**src/rtl/seq_detector_param_if.sv**
```systemverilog
// Bus bundle for the programmable serial pattern detector.
// The master side drives the stream and configuration; the slave side
// (the detector) returns the match flag, counter and active length.
interface seq_detector_param_if #(
    parameter int MAX_LEN = 8,
    parameter int LEN_W   = 4,
    parameter int CNT_W   = 8
);
    logic               en;
    logic               x;
    logic               cfg_load;
    logic [MAX_LEN-1:0] pattern;
    logic [LEN_W-1:0]   pat_len;
    logic               overlap_en;
    logic               moore_mode;
    logic               cnt_clr;
    logic               z;
    logic [CNT_W-1:0]   match_cnt;
    logic [LEN_W-1:0]   cfg_len;

    modport master (
        output en, x, cfg_load, pattern, pat_len, overlap_en, moore_mode, cnt_clr,
        input  z, match_cnt, cfg_len
    );

    modport slave (
        input  en, x, cfg_load, pattern, pat_len, overlap_en, moore_mode, cnt_clr,
        output z, match_cnt, cfg_len
    );
endinterface

```
**src/rtl/seq_detector_param.sv**
```systemverilog
// Runtime-programmable serial bit-pattern detector.
// Keeps a shift history of en-qualified bits, compares the newest cfg_len
// bits (including the bit on x this cycle) with the programmed pattern,
// and reports matches either combinationally (Mealy) or one cycle later
// (Moore). A saturating counter tallies every match.
module seq_detector_param #(
    parameter int MAX_LEN = 8,
    parameter int LEN_W   = 4,
    parameter int CNT_W   = 8
) (
    input  logic                 clk,
    input  logic                 rst,
    seq_detector_param_if.slave  bus
);

    logic [MAX_LEN-1:0] pat_reg;
    logic [LEN_W-1:0]   len_reg;
    logic               overlap_reg;
    logic               moore_reg;
    logic [MAX_LEN-1:0] hist_reg;
    logic [MAX_LEN-1:0] hist_next;
    logic [LEN_W-1:0]   vcnt_reg;
    logic [LEN_W-1:0]   vcnt_next;
    logic               zq_reg;
    logic [CNT_W-1:0]   cnt_reg;

    logic [LEN_W-1:0]   len_clamped;
    logic [MAX_LEN:0]   window;
    logic [MAX_LEN:0]   pat_ext;
    logic [MAX_LEN:0]   mask;
    logic               vcnt_ok;
    logic               pat_eq;
    logic               match;

    // Oversized lengths are clamped so the window never exceeds the history.
    assign len_clamped = (bus.pat_len > LEN_W'(MAX_LEN)) ? LEN_W'(MAX_LEN) : bus.pat_len;

    // Window = stored history with the live bit appended as the newest bit.
    assign window  = {hist_reg, bus.x};
    assign pat_ext = {1'b0, pat_reg};

    // Only the low len_reg bits of the window take part in the compare.
    // The top bit is never selected because len_reg never exceeds MAX_LEN.
    generate
        for (genvar gi = 0; gi <= MAX_LEN; gi++) begin : g_mask
            assign mask[gi] = ({1'b0, len_reg} > (LEN_W+1)'(gi));
        end
    endgenerate

    // vcnt + 1 >= len avoids the underflow of len - 1 when len is zero.
    assign vcnt_ok = (({1'b0, vcnt_reg} + {{LEN_W{1'b0}}, 1'b1}) >= {1'b0, len_reg});
    assign pat_eq  = (((window ^ pat_ext) & mask) == '0);
    assign match   = bus.en & ~bus.cfg_load & (len_reg != '0) & vcnt_ok & pat_eq;

    // Next history: cleared by configuration or a non-overlapping match,
    // otherwise shifted on every enabled bit.
    always_comb begin
        hist_next = hist_reg;
        vcnt_next = vcnt_reg;
        if (bus.cfg_load) begin
            hist_next = '0;
            vcnt_next = '0;
        end else if (bus.en) begin
            if (match && !overlap_reg) begin
                hist_next = '0;
                vcnt_next = '0;
            end else begin
                hist_next = window[MAX_LEN-1:0];
                vcnt_next = (vcnt_reg == LEN_W'(MAX_LEN)) ? vcnt_reg : vcnt_reg + 1'b1;
            end
        end
    end

    // Configuration registers, loaded only by a cfg_load pulse.
    always_ff @(posedge clk or posedge rst) begin
        if (rst) begin
            pat_reg     <= '0;
            len_reg     <= '0;
            overlap_reg <= 1'b1;
            moore_reg   <= 1'b0;
        end else if (bus.cfg_load) begin
            pat_reg     <= bus.pattern;
            len_reg     <= len_clamped;
            overlap_reg <= bus.overlap_en;
            moore_reg   <= bus.moore_mode;
        end
    end

    // Shift history and its saturating valid-bit count.
    always_ff @(posedge clk or posedge rst) begin
        if (rst) begin
            hist_reg <= '0;
            vcnt_reg <= '0;
        end else begin
            hist_reg <= hist_next;
            vcnt_reg <= vcnt_next;
        end
    end

    // Registered match for the Moore output; reconfiguration discards it.
    always_ff @(posedge clk or posedge rst) begin
        if (rst) begin
            zq_reg <= 1'b0;
        end else if (bus.cfg_load) begin
            zq_reg <= 1'b0;
        end else begin
            zq_reg <= match;
        end
    end

    // Saturating match counter; a clear wins over a simultaneous match.
    always_ff @(posedge clk or posedge rst) begin
        if (rst) begin
            cnt_reg <= '0;
        end else if (bus.cnt_clr) begin
            cnt_reg <= '0;
        end else if (match && (cnt_reg != {CNT_W{1'b1}})) begin
            cnt_reg <= cnt_reg + 1'b1;
        end
    end

    assign bus.z         = moore_reg ? zq_reg : match;
    assign bus.match_cnt = cnt_reg;
    assign bus.cfg_len   = len_reg;

endmodule

```
**src/flat_wrapper.sv**
```systemverilog
// flat-port wrapper written by rule: the top's interface ports become plain ports
module seq_detector_param_flat 
#(
    parameter int MAX_LEN = 8,
    parameter int LEN_W   = 4,
    parameter int CNT_W   = 8
)
  (clk, rst, bus_en, bus_x, bus_cfg_load, bus_pattern, bus_pat_len, bus_overlap_en, bus_moore_mode, bus_cnt_clr, bus_z, bus_match_cnt, bus_cfg_len);
  seq_detector_param_if #(.MAX_LEN(MAX_LEN), .LEN_W(LEN_W), .CNT_W(CNT_W)) bus_i ();
  input  logic clk;
  input  logic rst;
  input wire logic [$bits(bus_i.en)-1:0] bus_en;
  input wire logic [$bits(bus_i.x)-1:0] bus_x;
  input wire logic [$bits(bus_i.cfg_load)-1:0] bus_cfg_load;
  input wire logic [$bits(bus_i.pattern)-1:0] bus_pattern;
  input wire logic [$bits(bus_i.pat_len)-1:0] bus_pat_len;
  input wire logic [$bits(bus_i.overlap_en)-1:0] bus_overlap_en;
  input wire logic [$bits(bus_i.moore_mode)-1:0] bus_moore_mode;
  input wire logic [$bits(bus_i.cnt_clr)-1:0] bus_cnt_clr;
  output wire logic [$bits(bus_i.z)-1:0] bus_z;
  output wire logic [$bits(bus_i.match_cnt)-1:0] bus_match_cnt;
  output wire logic [$bits(bus_i.cfg_len)-1:0] bus_cfg_len;
  assign bus_i.en = bus_en;
  assign bus_i.x = bus_x;
  assign bus_i.cfg_load = bus_cfg_load;
  assign bus_i.pattern = bus_pattern;
  assign bus_i.pat_len = bus_pat_len;
  assign bus_i.overlap_en = bus_overlap_en;
  assign bus_i.moore_mode = bus_moore_mode;
  assign bus_i.cnt_clr = bus_cnt_clr;
  assign bus_z = bus_i.z;
  assign bus_match_cnt = bus_i.match_cnt;
  assign bus_cfg_len = bus_i.cfg_len;
  seq_detector_param #(.MAX_LEN(MAX_LEN), .LEN_W(LEN_W), .CNT_W(CNT_W)) u_core (.clk(clk), .rst(rst), .bus(bus_i));
endmodule
```
**config.mk**
```make
export PLATFORM = sky130hd
export DESIGN_NAME = seq_detector_param_flat
export DESIGN_NICKNAME = d
export VERILOG_FILES = /design/src/rtl/seq_detector_param_if.sv /design/src/rtl/seq_detector_param.sv /design/src/flat_wrapper.sv
export SDC_FILE = /design/constraint.sdc
export NUM_CORES = 1
export LEC_CHECK = 0
export ABC_AREA = 1
export ABC_CLOCK_PERIOD_IN_PS = 4100
export CAP_MARGIN = 20
export CORE_UTILIZATION = 45
export CTS_BUF_LIST = sky130_fd_sc_hd__clkbuf_16
export DETAILED_ROUTE_END_ITERATION = 6
export GPL_TIMING_DRIVEN = 0
export PLACE_DENSITY_LB_ADDON = 0.12
export SETUP_SLACK_MARGIN = 0.02
export SKIP_CTS_REPAIR_TIMING = 1
export SYNTH_ARGS = -nofsm -noshare
export SYNTH_HDL_FRONTEND = slang
export SYNTH_SLANG_ARGS = --single-unit
```
**constraint.sdc**
```tcl
create_clock -name clk -period 4.1 [get_ports clk]
set_input_delay 0.82 -clock clk [delete_from_list [all_inputs] [get_ports clk]]
set_output_delay 0.82 -clock clk [all_outputs]
set_load 0.1 [all_outputs]
```
==> impl_metrics.csv, run 1 <==
group,metric,value,unit
layout,final_layout_size_suffix_gt1_share,6.04,%
logic_synthesis,yosysTopAreaCellShare,43.8,%
setup_path,path_common_cell,"nand3_2",
logic_synthesis,ys_warn_count,0,
power,p_leak,0.00128,uW
logic_synthesis,ys_ff_latch,35,
grt,gr-usage-all-layers,22.2,%
setup_path,timing.critical_path.cells,"clkdlybuf4s50_1, nor2_4, nand3_2, nor3_4, nand3_2, o21ai_2, dlymetal6s2s_1",
grt,grt_max_degree,23,
timing,fin_crit_sh,94.2,%
setup_path,reg2reg_slack,1.82,ns
logic_synthesis,async_reset_ff_share,100,%
layout,fill_cells,377,
layout,postLayoutCellArea,0.00249,mm2
floorplan,coreArea,0.00406,mm2
cts,clock_latency,0.28,ns
placed_design,place_area,0.00236,mm2
placed_design,io_buffers,32,
cts,clkTransAtPathRegs,0.05,ns
setup_path,worstPathMaxFanout,9,
floorplan,boundaryPins,33,
floorplan,die_x,67.7,um
logic_synthesis,syn-num-nets,284,
grt,grt_pass1_vias,1615,
hold_path,holdCritStartpoint,"u_core.pat_reg[3]",
logic_synthesis,synthesis.area,0.00194,mm2
timing,rsz0062_at_grt,"false",
drt,vias,1736,
floorplan,rows,23,
logic_synthesis,synthFlopType,"dfrtp_1",
logic_synthesis,ys_seq_area_share,45.2,%
power,ir_drop,0.000242,V
setup_path,cp.required,3.28,ns
placed_design,routabilityCongestion,0.843,
setup_path,startpoint_type,"primary input",
setup_path,slowest_stage,"dlymetal6s2s_1",
layout,nets,324,
drt,wl_per_cell,12.0,um
drt,wirelength,4170,um
power,switchingPower,248,uW
cts,cts_root_buf,"clkbuf_16",
layout,multi_input_area,911,um2
drt,vias_per_cell,4.99,
drt,final_antenna_net_count,0,
logic_synthesis,synth-edff-count,0,
timing,holdWs,0.495,ns
timing,fin_tns_setup,0,ns
power,p_clk_share,39.7,%
power,p_int,635,uW
cts,cts_sinks,35,
floorplan,start_util,47.9,%
cts,tritoncts,"done",
cts,numCtsBuffers,5,
timing,slew_viol_final,0,
setup_path,crit_arrival,3.04,ns
timing,max_slew_margin,35.3,%
power,power_frac_comb,17.6,%
setup_path,end_kind,"output pin",
power,p_seq_share,42.8,%
grt,antenna_found_initial,0,
power,powerDensity,354,mW/mm2
setup_path,critPathLaunch,"bus_cfg_load",
setup_path,cpPeakStageDelay,0.75,ns
outcome,status,"finished clean",
logic_synthesis,yosysTopAreaCell,"dfrtp_1",
logic_synthesis,synthTopCellsByArea,"dfrtp_1 (44%), nand2_1 (18%), nand3_1 (7.5%)",
logic_synthesis,syn_inst,257,
timing,setup_viol,0,
cts,cts_max_path_buffers,2,
power,power,882,uW
cts,cts.htree.levels,2,
drt,drtIter0Drc,138,
grt,grt_first_pass_wirelength,7300,um
timing,tightest_slew,0.967,ns
drt,drc,0,
timing,setup_slack,0.239,ns
layout,antenna_cells,0,
placed_design,pre_cts_slack,-0.169,ns
timing,clock.fmax,259,MHz
logic_synthesis,ys_types,27,
hold_path,hold_class,"reg -> reg",
setup_path,path_class,"in -> out",
layout,syn_to_final_growth,28.5,%
power,switching_share,28.1,%
floorplan,dieArea,0.00458,mm2
drt,drt_pass1_iterations,4,
layout,regArea,877,um2
floorplan,fp.dieH,67.7,um
placed_design,hpwl,3020,um
setup_path,reg2reg_from,"u_core.vcnt_reg[0]",
grt,gr-total-overflow,0,
job,drv_cap,0,
timing,hold_viol,0,
timing,fin_worst_skew,0.00252,ns
timing,min_period,3.86,ns
logic_synthesis,synth_area_per_cell,7.56,um2
==> power by group through the flow <==
stage	combinational (uW)	clock, uW	sequential, uW
after floorplan	72.8	0	412
after global placement	152	0	382
after detailed placement	156	0	383
after CTS	157	356	377
after global routing	174	373	380
final	155	350	377
==> routing by layer <==
| layer | vias to the layer above | global-route usage [%] | wire length [um] |
|---|---|---|---|
| met5 | - | 0 | 0 |
| li1 | 896 | - | - |
| met2 | 41 | 34.0 | 1800 |
| met3 | 6 | 5.91 | 197 |
| met1 | 793 | 29.3 | 2100 |
| met4 | 0 | 9.31 | 67 |
==> layout by cell type, fill, tap and decap left out, types with 2 or more instances in the layout <==
cell	instances
nor2_4	2
nand4_1	5
inv_1	37
nand3_2	2
nand2_1	91
nand3_1	29
nor3_1	2
xnor2_1	2
nor2_1	10
o21ai_0	16
dfrtp_1	34
inv_2	2
clkbuf_1	2
clkinv_1	3
clkbuf_16	5
clkdlybuf4s50_1	31
ha_1	7
xor2_1	4
==> final cells by class <==
class	instances	share of cell area, %
plain buffers	3	0.451
repair buffers	33	14.0
flip-flops and latches	35	35.2
inverters	39	5.87
clock inverters	3	0.451
clock buffers	5	5.02
multi-input cells	180	36.5
well taps	50	2.51
==> per-stage QoR <==
step,instances,utilization [%]
3_5_place_dp,340,58.1
5_1_grt,348,61.5
6_report,348,61.5
4_1_cts,348,61.4
2_1_floorplan,257,-
3_3_place_gp,339,57.4
==> cells by family (layout without fill, tap and decap cells) <==
group	count (synthesis)	in the layout	synth area share [%]
and+or+nand+nor	146	146	33.8
AOI/OAI and AO/OA	21	21	5.73
adders and majority gates	7	7	4.51
DFF	35	35	45.2
xor gates and xnor gates	6	6	2.71
buffers and inverters	42	83	8.12
==> path summary, 6_finish.rpt <==
check	endpoint	cells past startpoint
setup / recovery	bus_z	7
hold / removal	u_core.pat_reg[3]	2
setup reg to reg	u_core.vcnt_reg[1]	12
hold reg to reg	u_core.pat_reg[3]	2
max in group asynchronous	u_core.overlap_reg	3
min in group asynchronous	u_core.hist_reg[0]	2
==> cell usage after synthesis (4+ instances only) <==
library cell  count
nand2_1          91
inv_1            36
dfrtp_1          34
nand3_1          29
o21ai_0          17
nor2_1           10
ha_1              7
nand4_1           5
xor2_1            4
==> worst max-delay path, delay by kind of cell <==
kind | cells | cell delay [ns]
buffers and inverters | 2 | 1.28
and+or+nand+nor | 4 | 0.79
AOI/OAI and AO/OA | 1 | 0.15
No activity file was read; power rests on OpenSTA's default activity.
==> inputs of run 2 (changes only) <==
==> constraint.sdc (replaced) <==
create_clock -name clk -period 4.1 [get_ports clk]
set_input_delay 0.82 -clock clk [delete_from_list [all_inputs] [get_ports clk]]
set_output_delay 0.82 -clock clk [all_outputs]
set_load 0.02 [all_outputs]
==> impl_metrics.csv, run 2 (synthesis results as in run 1) <==
group,metric,value,unit
outcome,status,"finished clean",
floorplan,coreArea,0.00406,mm2
placed_design,place_area,0.00235,mm2
timing,setup_viol,0,
drt,drc,0,
grt,grt_pass1_vias,1522,
layout,final_layout_size_suffix_gt1_share,5.70,%
layout,antenna_cells,0,
setup_path,crit_arrival,2.97,ns
power,p_leak,0.00126,uW
cts,cts_root_buf,"clkbuf_16",
cts,cts.htree.levels,2,
drt,vias_per_cell,4.92,
setup_path,worstReg2RegEnd,"u_core.vcnt_reg[3]",
layout,final_cell_mix,"nand2_1 (91), inv_1 (37), dfrtp_1 (34)",
setup_path,reg2regPathDepth,12,
cts,cts_sinks,35,
drt,wirelength,4220,um
timing,fin_crit_sh,92.4,%
cts,numCtsBuffers,5,
timing,max_slew_margin,52.4,%
power,power_frac_comb,15.0,%
setup_path,end_kind,"output pin",
layout,layout_commonest_cell,"nand2_1",
timing,clock.fmax,264,MHz
placed_design,pre_cts_slack,0.307,ns
hold_path,hold_class,"reg -> reg",
layout,syn_to_final_growth,28.2,%
timing,holdWs,0.495,ns
timing,rsz0062_at_grt,"false",
hold_path,holdCritStartpoint,"u_core.pat_reg[3]",
cts,clkTransAtPathRegs,0.05,ns
layout,postLayoutCellArea,0.00249,mm2
power,powerDensity,342,mW/mm2
setup_path,path_class,"in -> out",
placed_design,routabilityCongestion,0.846,
power,ir_drop,0.000177,V
cts,clock_latency,0.27,ns
setup_path,worstPathMaxFanout,9,
timing,hold_viol,0,
power,power,852,uW
drt,wl_met2,1930,um
placed_design,io_buffers,32,
floorplan,rows,23,
layout,nets,324,
drt,wl_per_cell,12.1,um
floorplan,start_util,47.9,%
grt,antenna_found_initial,0,
timing,tightest_slew,0.713,ns
drt,wl_met1,2090,um
drt,met3WireLength,170,um
power,switching_share,25.5,%
power,p_seq_share,44.2,%
setup_path,startpoint_type,"primary input",
drt,drtIter0Drc,122,
hold_path,holdPathEnd,"u_core.pat_reg[3]",
timing,fin_worst_skew,0.00279,ns
hold_path,holdPathStages,2,
cts,cts_max_path_buffers,2,
power,p_clk_share,40.8,%
setup_path,reg2reg_from,"u_core.vcnt_reg[0]",
job,drv_cap,0,
floorplan,dieArea,0.00458,mm2
power,p_int,635,uW
timing,min_period,3.79,ns
grt,grt_first_pass_wirelength,7000,um
drt,vias,1713,
drt,highest_layer,"met4",
drt,drt_pass1_iterations,4,
drt,final_antenna_net_count,0,
cts,tritoncts,"done",
floorplan,die_x,67.7,um
setup_path,cp.required,3.28,ns
floorplan,boundaryPins,33,
grt,gr-usage-all-layers,21.2,%
placed_design,hpwl,3110,um
setup_path,reg2reg_slack,1.80,ns
timing,setup_slack,0.312,ns
power,switchingPower,217,uW
floorplan,fp.dieH,67.7,um
grt,gr-total-overflow,0,
grt,grt_max_degree,21,
timing,slew_viol_final,0,
timing,fin_tns_setup,0,ns
run 2: changes by cell type in the layout (fill, tap and decap cells not counted), sizes merged:
cell	delta
clkdlybuf4s50	+1
dlymetal6s2s	-1
run 2: how the worst max path moves through the flow:
stage | startpoint | end | cells past startpoint
final | bus_en | bus_z | 8
after detailed placement | bus_en | bus_z | 8
after floorplan | u_core.vcnt_reg[0] | bus_z | 9
after global routing | bus_en | bus_z | 8
after global placement | bus_en | bus_z | 8
after CTS | bus_en | bus_z | 8
run 2: per-layer routing:
layer,vias up,GRT usage [%]
met1,787,28.9
met2,33,33.4
li1,891,-
met4,0,6.38
met3,2,4.56
met5,-,0
run 2: final cells by class:
cell class / count / area (um2)
plain buffers: 3 / 11.3
clock buffers: 5 / 125
clock inverters: 3 / 11.3
fillers: 373 / 1570
inverters: 39 / 146
multi-input cells: 180 / 907
flip-flops and latches: 35 / 877
well taps: 50 / 62.6
repair buffers: 33 / 348
run 2: power groups by stage:
stage,registers (uW),logic [uW],clock network [uW]
2_1_floorplan,385,71.9,0
3_3_place_gp,382,124,0
3_5_place_dp,382,129,0
4_1_cts,377,129,355
5_1_grt,379,147,375
6_report,377,128,348
run 2: worst max-delay path, stage by stage:
cell             delay [ns]
clkdlybuf4s50_1        0.45
inv_1                  0.12
nor2_4                 0.24
nand3_2                0.12
nor3_4                 0.23
nand3_2                0.16
o21ai_0                0.19
clkdlybuf4s50_1        0.63
run 2: metrics by stage:
step | util [%] | cells
final | 61.3 | 348
after global routing | 61.3 | 348
after CTS | 61.3 | 348
after global placement | 57.3 | 339
after floorplan | - | 257
after detailed placement | 58.0 | 340
==> inputs of run 3 (changes only) <==
CAP_MARGIN = default   (was 20)
SLEW_MARGIN = 20   (was default)
==> impl_metrics.csv, run 3 (synthesis results as in run 1) <==
group,metric,value,unit
power,switchingPower,220,uW
power,power_frac_comb,14.7,%
floorplan,rows,23,
drt,drc,0,
power,p_clk_share,41.1,%
timing,clock.fmax,263,MHz
cts,clock_latency,0.27,ns
drt,vias_per_cell,5.07,
setup_path,reg2regPathDepth,12,
floorplan,coreArea,0.00406,mm2
grt,grt_max_degree,36,
drt,vias,1758,
setup_path,crit_arrival,2.98,ns
timing,setup_viol,0,
grt,gr-usage-all-layers,22.3,%
power,p_int,632,uW
timing,slew_viol_final,0,
cts,cts_sinks,35,
power,powerDensity,346,mW/mm2
setup_path,end_kind,"output pin",
floorplan,fp.dieH,67.7,um
placed_design,io_buffers,32,
floorplan,dieArea,0.00458,mm2
layout,layout_commonest_cell,"nand2_1",
timing,rsz0062_at_grt,"false",
placed_design,hpwl,3110,um
grt,gr-total-overflow,0,
setup_path,startpoint_type,"primary input",
job,drv_cap,0,
cts,cts_max_path_buffers,2,
power,p_seq_share,44.2,%
timing,hold_viol,0,
layout,antenna_cells,0,
drt,drt_pass1_iterations,4,
setup_path,reg2reg_from,"u_core.vcnt_reg[0]",
power,power,852,uW
power,switching_share,25.8,%
layout,final_cell_mix,"nand2_1 (91), inv_1 (36), dfrtp_1 (34)",
drt,drtIter0Drc,124,
outcome,status,"finished clean",
floorplan,boundaryPins,33,
cts,cts_root_buf,"clkbuf_16",
setup_path,cp.required,3.28,ns
setup_path,critPathLaunch,"bus_en",
drt,wirelength,4360,um
timing,min_period,3.80,ns
hold_path,holdPathStages,2,
layout,syn_to_final_growth,26.7,%
layout,final_util,60.7,%
cts,cts.htree.levels,2,
drt,final_antenna_net_count,0,
power,ir_drop,0.000198,V
hold_path,holdCritStartpoint,"u_core.pat_reg[3]",
timing,fin_tns_setup,0,ns
floorplan,start_util,47.9,%
setup_path,path_class,"in -> out",
timing,tightest_slew,0.740,ns
placed_design,routabilityCongestion,0.846,
timing,fin_crit_sh,92.7,%
layout,nets,323,
grt,grt_pass1_vias,1579,
cts,tritoncts,"done",
floorplan,die_x,67.7,um
hold_path,hold_class,"reg -> reg",
setup_path,worstPathMaxFanout,9,
timing,max_slew_margin,50.6,%
power,p_leak,0.00124,uW
grt,antenna_found_initial,0,
grt,grt_first_pass_wirelength,7260,um
cts,clkTransAtPathRegs,0.05,ns
drt,wl_per_cell,12.6,um
timing,fin_worst_skew,0.00318,ns
layout,final_layout_size_suffix_gt1_share,5.72,%
cts,numCtsBuffers,5,
run 3: changes by cell type in the layout (fill, tap and decap cells not counted), sizes merged:
cell,previous run,this run
buf,2,1
run 3: power groups by stage:
stage	logic [uW]	registers, uW	clock network [uW]
floorplan	71.9	385	0
global placement	124	382	0
detailed placement	125	382	0
CTS	126	377	358
global route	143	379	379
finish	125	377	350
run 3: path summary, 6_finish.rpt:
check	end	slack (ns)
min in group asynchronous	u_core.hist_reg[3]	0.99
min reg2reg	u_core.pat_reg[3]	0.49
max in group asynchronous	u_core.bus.cfg_len[3]	2.62
max	bus_z	0.30
min	u_core.pat_reg[3]	0.49
max reg2reg	u_core.vcnt_reg[1]	1.79
run 3: worst max-delay path, cell delays in order:
cell	delay, ns
clkdlybuf4s50_1	0.45
inv_1	0.12
nor2_4	0.24
nand3_2	0.13
nor3_4	0.24
nand3_2	0.16
o21ai_0	0.19
clkdlybuf4s50_1	0.62
run 3: cell type report:
type                    count  area [um2]
inverters                  39         146
clock inverters             3        11.3
repair buffers             32         320
flip-flops and latches     35         877
fillers                   376        1600
multi-input cells         180         907
plain buffers               3        11.3
clock buffers               5         125
well taps                  50        62.6
run 3: layer usage:
layer	global-route usage [%]	part of all wire, %	vias to the layer above
met5	0	0	-
met4	7.71	1.3	0
met3	6.08	5.4	6
met2	35.0	47	48
met1	29.2	47	814
li1	-	-	890
run 3: per-stage QoR:
| step | cell area [um2] | hold slack (ns) | cells | worst slack (ns) |
|---|---|---|---|---|
| 6_report | 2460 | 0.490 | 347 | 0.299 |
| 3_3_place_gp | 2320 | 0.479 | 339 | 0.305 |
| 3_5_place_dp | 2320 | 0.489 | 339 | 0.311 |
| 2_1_floorplan | 1940 | 0.459 | 257 | 1.24 |
| 5_1_grt | 2460 | 0.525 | 347 | 0.125 |
| 4_1_cts | 2460 | 0.496 | 347 | 0.294 |
